<file path="config.mk">
export PLATFORM = sky130hd
export DESIGN_NAME = cpu_datapath_flat
export DESIGN_NICKNAME = d
export VERILOG_FILES = /design/src/rtl/cpu_datapath_pkg.sv /design/src/rtl/cpu_datapath_if.sv /design/src/rtl/dp_alu.sv /design/src/rtl/cpu_datapath.sv /design/src/flat_wrapper.sv
export SDC_FILE = /design/constraint.sdc
export NUM_CORES = 1
export LEC_CHECK = 0
export CORE_ASPECT_RATIO = 1.25
export CORE_MARGIN = 5
export CORE_UTILIZATION = 29
export DETAILED_ROUTE_END_ITERATION = 7
export PLACE_DENSITY_LB_ADDON = 0.3
export SYNTH_ARGS = -nofsm -noshare
export SYNTH_HDL_FRONTEND = slang
export SYNTH_SLANG_ARGS = --single-unit
</file>
<file path="constraint.sdc">
create_clock -name clk -period 7.9 [get_ports clk]
set_input_delay 1.58 -clock clk [delete_from_list [all_inputs] [get_ports clk]]
set_output_delay 1.58 -clock clk [all_outputs]
set_load 0.005 [all_outputs]
</file>
<file path="src/rtl/cpu_datapath_pkg.sv">
// Shared widths, reset values and select encodings for the accumulator datapath.
package cpu_datapath_pkg;

  localparam int unsigned DW_DEF = 8;
  localparam int unsigned AW_DEF = 8;
  localparam logic [7:0]  SP_RST_DEF = 8'hFF;

  localparam logic ALU_ADD = 1'b0;
  localparam logic ALU_AND = 1'b1;

  localparam logic PC_SEL_INC  = 1'b0;
  localparam logic PC_SEL_BUS  = 1'b1;
  localparam logic MDR_SEL_BUS = 1'b0;
  localparam logic MDR_SEL_MEM = 1'b1;
  localparam logic ACC_SEL_BUS = 1'b0;
  localparam logic ACC_SEL_ALU = 1'b1;

endpackage

</file>
<file path="src/rtl/cpu_datapath_if.sv">
// Memory port of the datapath: address/write data out, combinational read data in.
interface cpu_datapath_if #(
   parameter int unsigned DW = 8,
   parameter int unsigned AW = 8
);
   logic [AW-1:0] mem_addr;
   logic [DW-1:0] mem_wdata;
   logic [DW-1:0] mem_rdata;
   logic          mem_rd;
   logic          mem_we;

   modport master (
      output mem_addr,
      output mem_wdata,
      output mem_rd,
      output mem_we,
      input  mem_rdata
   );

   modport slave (
      input  mem_addr,
      input  mem_wdata,
      input  mem_rd,
      input  mem_we,
      output mem_rdata
   );
endinterface

</file>
<file path="src/rtl/dp_alu.sv">
// Combinational ALU: wrapping add or bitwise AND of accumulator and bus.
module dp_alu
   import cpu_datapath_pkg::*;
#(
   parameter int unsigned DW = DW_DEF
) (
   input  logic [DW-1:0] a_i,
   input  logic [DW-1:0] b_i,
   input  logic          op_i,
   output logic [DW-1:0] y_o
);

   always_comb begin
      y_o = '0;
      unique case (op_i)
         ALU_ADD: y_o = a_i + b_i;
         ALU_AND: y_o = a_i & b_i;
      endcase
   end

endmodule

</file>
<file path="src/rtl/cpu_datapath.sv">
// Single-bus accumulator datapath: priority bus mux, register file with load enables,
// ALU, zero flag and memory strobes.
module cpu_datapath
   import cpu_datapath_pkg::*;
#(
   parameter int unsigned   DW     = DW_DEF,
   parameter int unsigned   AW     = AW_DEF,
   parameter logic [DW-1:0] SP_RST = DW'(SP_RST_DEF)
) (
   input  logic               clk,
   input  logic               reset,
   input  logic               PC_i,
   input  logic               IR_i,
   input  logic               MAR_i,
   input  logic               MDR_i,
   input  logic               ACC_i,
   input  logic               SP_i,
   input  logic               R_i,
   input  logic               PC_o,
   input  logic               MDR_o,
   input  logic               ACC_o,
   input  logic               SP_o,
   input  logic               R_o,
   input  logic               PC_Sel,
   input  logic               MDR_Sel,
   input  logic               ACC_Sel,
   input  logic               ALU_Sel,
   input  logic               MemRead,
   input  logic               MemWrite,
   output logic [7:0]         IR,
   output logic               ZF,
   cpu_datapath_if.master     mem
);

   logic [DW-1:0] pc_q, mdr_q, acc_q, sp_q, r_q;
   logic [7:0]    ir_q;
   logic [AW-1:0] mar_q;
   logic          zf_q;
   logic [DW-1:0] bus, alu_y, pc_d, mdr_d, acc_d;

   always_comb begin
      bus = '0;
      if (PC_o)       bus = pc_q;
      else if (MDR_o) bus = mdr_q;
      else if (ACC_o) bus = acc_q;
      else if (SP_o)  bus = sp_q;
      else if (R_o)   bus = r_q;
   end

   dp_alu #(
      .DW(DW)
   ) u_alu (
      .a_i (acc_q),
      .b_i (bus),
      .op_i(ALU_Sel),
      .y_o (alu_y)
   );

   always_comb begin
      pc_d  = pc_q;
      mdr_d = mdr_q;
      acc_d = acc_q;
      unique case (PC_Sel)
         PC_SEL_BUS: pc_d = bus;
         PC_SEL_INC: pc_d = pc_q + DW'(1);
      endcase
      unique case (MDR_Sel)
         MDR_SEL_MEM: mdr_d = mem.mem_rdata;
         MDR_SEL_BUS: mdr_d = bus;
      endcase
      unique case (ACC_Sel)
         ACC_SEL_ALU: acc_d = alu_y;
         ACC_SEL_BUS: acc_d = bus;
      endcase
   end

   // Bus is built from pre-edge values, so a register sourcing its own load keeps its value.
   always_ff @(posedge clk or posedge reset) begin
      if (reset) begin
         pc_q  <= '0;
         ir_q  <= '0;
         mar_q <= '0;
         mdr_q <= '0;
         acc_q <= '0;
         sp_q  <= SP_RST;
         r_q   <= '0;
         zf_q  <= 1'b1;
      end else begin
         if (PC_i)  pc_q  <= pc_d;
         if (IR_i)  ir_q  <= bus[7:0];
         if (MAR_i) mar_q <= bus[AW-1:0];
         if (MDR_i) mdr_q <= mdr_d;
         if (SP_i)  sp_q  <= bus;
         if (R_i)   r_q   <= bus;
         if (ACC_i) begin
            acc_q <= acc_d;
            zf_q  <= (acc_d == '0);
         end
      end
   end

   assign IR            = ir_q;
   assign ZF            = zf_q;
   assign mem.mem_addr  = mar_q;
   assign mem.mem_wdata = mdr_q;
   // Write wins a read/write collision; strobes are deliberately not gated by reset.
   assign mem.mem_rd    = MemRead & ~MemWrite;
   assign mem.mem_we    = MemWrite;

endmodule
</file>
<file path="src/flat_wrapper.sv">
// flat-port wrapper written by rule: the top's interface ports become plain ports
module cpu_datapath_flat import cpu_datapath_pkg::*;
#(
   parameter int unsigned   DW     = DW_DEF,
   parameter int unsigned   AW     = AW_DEF,
   parameter logic [DW-1:0] SP_RST = DW'(SP_RST_DEF)
)
  (clk, reset, PC_i, IR_i, MAR_i, MDR_i, ACC_i, SP_i, R_i, PC_o, MDR_o, ACC_o, SP_o, R_o, PC_Sel, MDR_Sel, ACC_Sel, ALU_Sel, MemRead, MemWrite, IR, ZF, mem_mem_addr, mem_mem_wdata, mem_mem_rd, mem_mem_we, mem_mem_rdata);
  cpu_datapath_if #(.DW(DW), .AW(AW)) mem_i ();
  input  logic clk;
  input  logic reset;
  input  logic PC_i;
  input  logic IR_i;
  input  logic MAR_i;
  input  logic MDR_i;
  input  logic ACC_i;
  input  logic SP_i;
  input  logic R_i;
  input  logic PC_o;
  input  logic MDR_o;
  input  logic ACC_o;
  input  logic SP_o;
  input  logic R_o;
  input  logic PC_Sel;
  input  logic MDR_Sel;
  input  logic ACC_Sel;
  input  logic ALU_Sel;
  input  logic MemRead;
  input  logic MemWrite;
  output logic [7:0] IR;
  output logic ZF;
  output wire logic [$bits(mem_i.mem_addr)-1:0] mem_mem_addr;
  output wire logic [$bits(mem_i.mem_wdata)-1:0] mem_mem_wdata;
  output wire logic [$bits(mem_i.mem_rd)-1:0] mem_mem_rd;
  output wire logic [$bits(mem_i.mem_we)-1:0] mem_mem_we;
  input wire logic [$bits(mem_i.mem_rdata)-1:0] mem_mem_rdata;
  assign mem_mem_addr = mem_i.mem_addr;
  assign mem_mem_wdata = mem_i.mem_wdata;
  assign mem_mem_rd = mem_i.mem_rd;
  assign mem_mem_we = mem_i.mem_we;
  assign mem_i.mem_rdata = mem_mem_rdata;
  cpu_datapath #(.DW(DW), .AW(AW), .SP_RST(SP_RST)) u_core (.clk(clk), .reset(reset), .PC_i(PC_i), .IR_i(IR_i), .MAR_i(MAR_i), .MDR_i(MDR_i), .ACC_i(ACC_i), .SP_i(SP_i), .R_i(R_i), .PC_o(PC_o), .MDR_o(MDR_o), .ACC_o(ACC_o), .SP_o(SP_o), .R_o(R_o), .PC_Sel(PC_Sel), .MDR_Sel(MDR_Sel), .ACC_Sel(ACC_Sel), .ALU_Sel(ALU_Sel), .MemRead(MemRead), .MemWrite(MemWrite), .IR(IR), .ZF(ZF), .mem(mem_i));
endmodule
</file>
==> results.cfg, run 1 <==
[flow_run]
drv_cap = 0

[sta]
tns_ps = 0
rsz0062_at_grt = no
finalCritPeriodShare_pct = 65.1
layout_min_cycle_time_ps = 5140
max-slew-margin-rel_pct = 36.6
hold_ws_ps = 493
hold_violations = 0
setup_viol_count_final = 0
fmax_mhz = 194
tightest_slew_ps = 949
drv_slew = 0
setup_slack_ps = 2760
clock_skew_ps = 4.66

[synth]
synth-main-ff-cell = dfrtp_1
synth_edf_count = 0
yosysWarningCount = 0
yosysMostFrequentCell = dfrtp_1
synth-seq-cells = 57
synth.distinct_cells = 53
synth.area.top_cells = dfrtp_1, mux2_2, dfstp_2
synth_fp_nets = 358
async_flop_share_pct = 100
synth_top_cell_by_area = dfrtp_1
yosys-top-cells-count = dfrtp_1, mux2_2, a21oi_1
synth.top_cell.area_share_pct = 36.6
syn_area_sq_um = 3280
yosysSeqAreaShare_pct = 43.8
syn_avg_cell_area_sq_um = 10.3
syn_inst = 318

[grt]
antenna_found_initial = 0
grt_max_degree = 58
grt_pass1_vias = 2564
grtUsageTotal_pct = 13.6
grt-ovfl-total = 0
grt_pass1_wl_microns = 14300

[finish]
final_area_sq_um = 4210
antenna_cells = 0
fill_cells = 1114
syn_to_final_growth_pct = 28.4
utilization_pct = 38.0
drive_gt1_share_pct = 19.4
finish.net_count = 406
final_cells = 506

[setup_path]
cp.depth = 11
cp_max_fo = 19
crit_start = PC_o
worstReg2RegEnd = u_core.ZF
arrival_ps = 5350
critPathMaxStageDelay_ps = 780
reg2reg_slack_ps = 4690
required_ps = 8110
cp-endpoint = u_core.acc_q[7]
path_buf_inv = 1
path_delay_family = compound AO/OA/AOI/OAI gates
r2r-start = u_core.sp_q[2]
r2r_cells = 12
startpoint_type = input port
critPathCaptureType = flop
cp_cell_sequence = clkdlybuf4s50_1, nor2_1, o21ai_0, o21bai_1, ha_1, nand4_1, nand3_1, a31oi_1, mux2i_1, a311o_1, mux2_2
crit_slowest_cell = o21bai_1
worstSetupPathType = in2reg

[place]
io_buffers = 54
place_area_sq_um = 3910
placed_cells = 490
gp_congestion = 0.836
hpwl_microns = 6360
pre_cts_ws_ps = 2360

[clock_network]
cts_hold_buffers = 0
clk_pin_slew_ps = 50
cts.sinks = 57
insertion_delay_ps = 330
htreeDepth = 3
cts_tree = built
root_buffer = clkbuf_16
cts_setup_buffers = 0
cts_buffers = 9
clockBufferDepth = 2
cts-resized-gates = 0

[route]
drc = 0
ant_nets = 0
routed_wl_microns = 8870
drtIter0Drc = 121
wl_per_cell_microns = 17.5
dr_total_vias = 2589
vias_per_cell = 5.12
dr.pass1.iters = 6

[die]
initial_core_util_pct = 29.6
die_h_microns = 129
row_count = 43
die_area_sq_um = 13500
die_w_microns = 105
core_area_sq_um = 11100
io_pins = 55

[status]
status = finished clean

[power]
p_leak_nw = 1.75
vdd_drop_max_uv = 136
power_mw = 1.25
p_per_area_nw_per_um2 = 296

[min_path]
min_path_type = reg2reg
-- cells by family (layout without fill, tap and decap cells) --
kind of cell | count (synthesis) | in the layout | synth area share [%]
AOI/OAI and AO/OA | 91 | 91 | 19.2
xor gates and xnor gates | 5 | 5 | 1.34
adders and majority gates | 12 | 12 | 4.58
buffers and inverters | 32 | 85 | 4.31
DFF | 57 | 57 | 43.8
muxes | 51 | 51 | 17.0
and+or+nand+nor | 70 | 70 | 9.81
-- worst min-delay path by stage --
stage / start / endpoint / slack, ps / cells past startpoint
2_1_floorplan: u_core.sp_q[1] / u_core.sp_q[1] / 470 / 2
3_3_place_gp: u_core.ZF / u_core.ZF / 480 / 2
3_5_place_dp: u_core.ZF / u_core.ZF / 480 / 2
4_1_cts: u_core.ZF / u_core.ZF / 490 / 2
5_1_grt: u_core.sp_q[1] / u_core.sp_q[1] / 510 / 2
6_report: u_core.ZF / u_core.ZF / 490 / 2
-- metal layers --
layer / vias up / GRT usage (%) / part of all wire, %
met5: - / 0 / 0
met4: 0 / 6.62 / 2.5
met3: 17 / 3.01 / 4.4
met2: 64 / 21.6 / 49
met1: 1260 / 17.6 / 44
li1: 1248 / - / -
-- report_power, final --
| group | switching (mW) | internal (mW) | total (mW) |
|---|---|---|---|
| clock | 0.129 | 0.260 | 0.389 |
| sequential | 0.0637 | 0.375 | 0.439 |
| combinational | 0.206 | 0.215 | 0.421 |
| total | 0.398 | 0.850 | 1.25 |
-- placed cells by master (no fill, tap or decap), types with 3 or more instances in the layout --
| cell type | n |
|---|---|
| nand2_1 | 24 |
| nor2b_1 | 3 |
| a21o_1 | 3 |
| clkdlybuf4s50_1 | 54 |
| a21oi_1 | 29 |
| a22o_1 | 3 |
| dfstp_2 | 9 |
| nor2_1 | 25 |
| mux2_2 | 36 |
| nand3b_1 | 3 |
| inv_1 | 12 |
| nand3_1 | 7 |
| xnor2_1 | 3 |
| ha_1 | 12 |
| mux2i_1 | 14 |
| a221o_1 | 3 |
| clkbuf_16 | 9 |
| dfrtp_1 | 48 |
| o211ai_1 | 5 |
| a221oi_1 | 3 |
| o21ai_0 | 19 |
-- flip-flops by register name, summed over array words and instances (netlist names) --
signal                flops
u_core.mem.mem_wdata      8
u_core.sp_q               8
u_core.IR                 8
u_core.ZF                 1
u_core.pc_q               8
u_core.acc_q              8
u_core.r_q                8
u_core.mem.mem_addr       8
-- final cells by class --
| class | count | area [sq um] | area share, % |
|---|---|---|---|
| clock inverter | 3 | 40.0 | 0.951 |
| multi-input combinational | 229 | 1700 | 40.4 |
| clock buffer | 13 | 260 | 6.18 |
| sequential | 57 | 1440 | 34.1 |
| tap | 135 | 169 | 4.01 |
| timing repair buffer | 56 | 556 | 13.2 |
| inverter | 13 | 48.8 | 1.16 |
-- worst register-to-register path, stage by stage (launching register included) --
cell	delay, ps
dfstp_2	520
a21oi_1	70
a221oi_2	310
a21oi_1	70
o21ai_1	530
ha_1	400
nand2_1	110
o211ai_1	100
xnor2_1	140
o21ai_0	80
mux2_2	300
a211o_1	280
o32ai_2	200
(Power assumes the default switching activity.)
==> run 2, diff against run 1 <==
clock period = 4.8 ns   (was 7.9 ns; I/O delays follow)
==> run 2 against run 1 <==
Effect of this change:
- combinational power increased by 71%
- routed wire length decreased by 0.55%
- global-route usage down 0.081 points
- sequential share of layout area down 0.41 points
- register-to-register slack lost 2700 ps
- setup slack got worse by 1900 ps
- final cell count rose by 1.6%
- clock power grew 60%
- core utilization increased by 0.46 points
- total power rose by 65%
- critical path type unchanged
- critical endpoint is now u_core.ZF
==> results.cfg, run 2 (synthesized netlist as in run 1, its figures left out) <==
[status]
status = finished clean

[grt]
grt_pass1_wl_microns = 14200
grt-ovfl-total = 0
grtUsageTotal_pct = 13.5
antenna_found_initial = 0
grt_pass1_vias = 2720
grt_max_degree = 30

[power]
p_leak_nw = 1.78
p_per_area_nw_per_um2 = 483
power_mw = 2.06
vdd_drop_max_uv = 218

[setup_path]
required_ps = 5030
arrival_ps = 4150
worstSetupPathType = in2reg
startpoint_type = input port
critPathCaptureType = flop
cp_max_fo = 11

[sta]
setup_viol_count_final = 0
tightest_slew_ps = 649
finalCritPeriodShare_pct = 81.6
hold_violations = 0
layout_min_cycle_time_ps = 3920
clock_skew_ps = 4.35
tns_ps = 0
drv_slew = 0
max-slew-margin-rel_pct = 56.6
rsz0062_at_grt = no
fmax_mhz = 255

[min_path]
min_path_type = reg2reg

[clock_network]
clk_pin_slew_ps = 50
insertion_delay_ps = 320
cts_hold_buffers = 0
htreeDepth = 3
cts_buffers = 9
cts_setup_buffers = 0
cts_tree = built
root_buffer = clkbuf_16
clockBufferDepth = 2
cts.sinks = 57
cts-resized-gates = 0

[finish]
fill_cells = 1121
antenna_cells = 0
final_cell_mix = clkdlybuf4s50_1, dfrtp_1, mux2_2
layout.area.seq_sq_um = 1440
layout_commonest_cell = clkdlybuf4s50_1
drive_gt1_share_pct = 20.6
syn_to_final_growth_pct = 30.0
finish.net_count = 414
multiInputGateArea_sq_um = 1700

[flow_run]
drv_cap = 0

[route]
routed_wl_microns = 8820
wl_per_cell_microns = 17.2
ant_nets = 0
dr_total_vias = 2624
dr.pass1.iters = 4
vias_per_cell = 5.11
drtIter0Drc = 212
drc = 0

[die]
io_pins = 55
core_area_sq_um = 11100
initial_core_util_pct = 29.6
die_w_microns = 105
die_area_sq_um = 13500
row_count = 43
die_h_microns = 129

[place]
gp_congestion = 0.876
hpwl_microns = 6530
io_buffers = 54
-- run 2: final timing paths --
check	startpoint	to	slack, ps	cells after the start
min reg2reg	u_core.sp_q[1]	u_core.sp_q[1]	500	2
min	u_core.sp_q[1]	u_core.sp_q[1]	500	2
max	SP_o	u_core.ZF	880	13
max reg2reg	u_core.sp_q[2]	u_core.ZF	1970	12
min in group asynchronous	reset	u_core.mem.mem_addr[5]	1030	2
max in group asynchronous	reset	u_core.sp_q[4]	2920	3
-- run 2: power breakdown --
group	leakage, nW	total (mW)	switching (mW)	internal, mW
registers	0.658	0.717	0.0997	0.618
logic	0.986	0.721	0.352	0.369
clock network	0.137	0.623	0.207	0.416
total	1.78	2.06	0.658	1.40
-- run 2: layout make-up --
cell class	instances	area share [%]
Clock buffer	14	5.96
Sequential cell	57	33.7
Clock inverter	2	0.881
Inverter	13	1.14
Tap cell	135	3.96
Multi-Input combinational cell	229	39.9
Timing Repair Buffer	64	14.4
-- run 2: per-layer routing --
metal	vias up	wire length, microns	GRT usage [%]
met2	79	4220	21.6
met3	21	408	2.46
li1	1262	-	-
met5	-	0	0
met4	0	367	9.10
met1	1262	3830	16.6
-- run 2: worst max-delay path: stages --
cell             delay (ps)
clkdlybuf4s50_1         720
nor2b_4                 100
a221o_1                 370
a31oi_4                 170
inv_1                    70
ha_1                    310
a21oi_1                 260
o211ai_1                170
xnor2_1                 150
o21ai_0                  80
mux2_2                  290
a211o_1                 290
o32ai_2                 200
-- run 2: through the flow --
| step | cells | instance area, sq um | hold WS, ps | utilization, % | setup slack, ps |
|---|---|---|---|---|---|
| 3_3_place_gp | 498 | 3970 | 484 | 35.8 | 631 |
| 6_report | 514 | 4260 | 497 | 38.5 | 885 |
| 3_5_place_dp | 498 | 3970 | 490 | 35.8 | 572 |
| 5_1_grt | 514 | 4260 | 509 | 38.5 | 694 |
| 4_1_cts | 514 | 4260 | 500 | 38.5 | 907 |
| 2_1_floorplan | 318 | 3280 | 467 | - | 1400 |
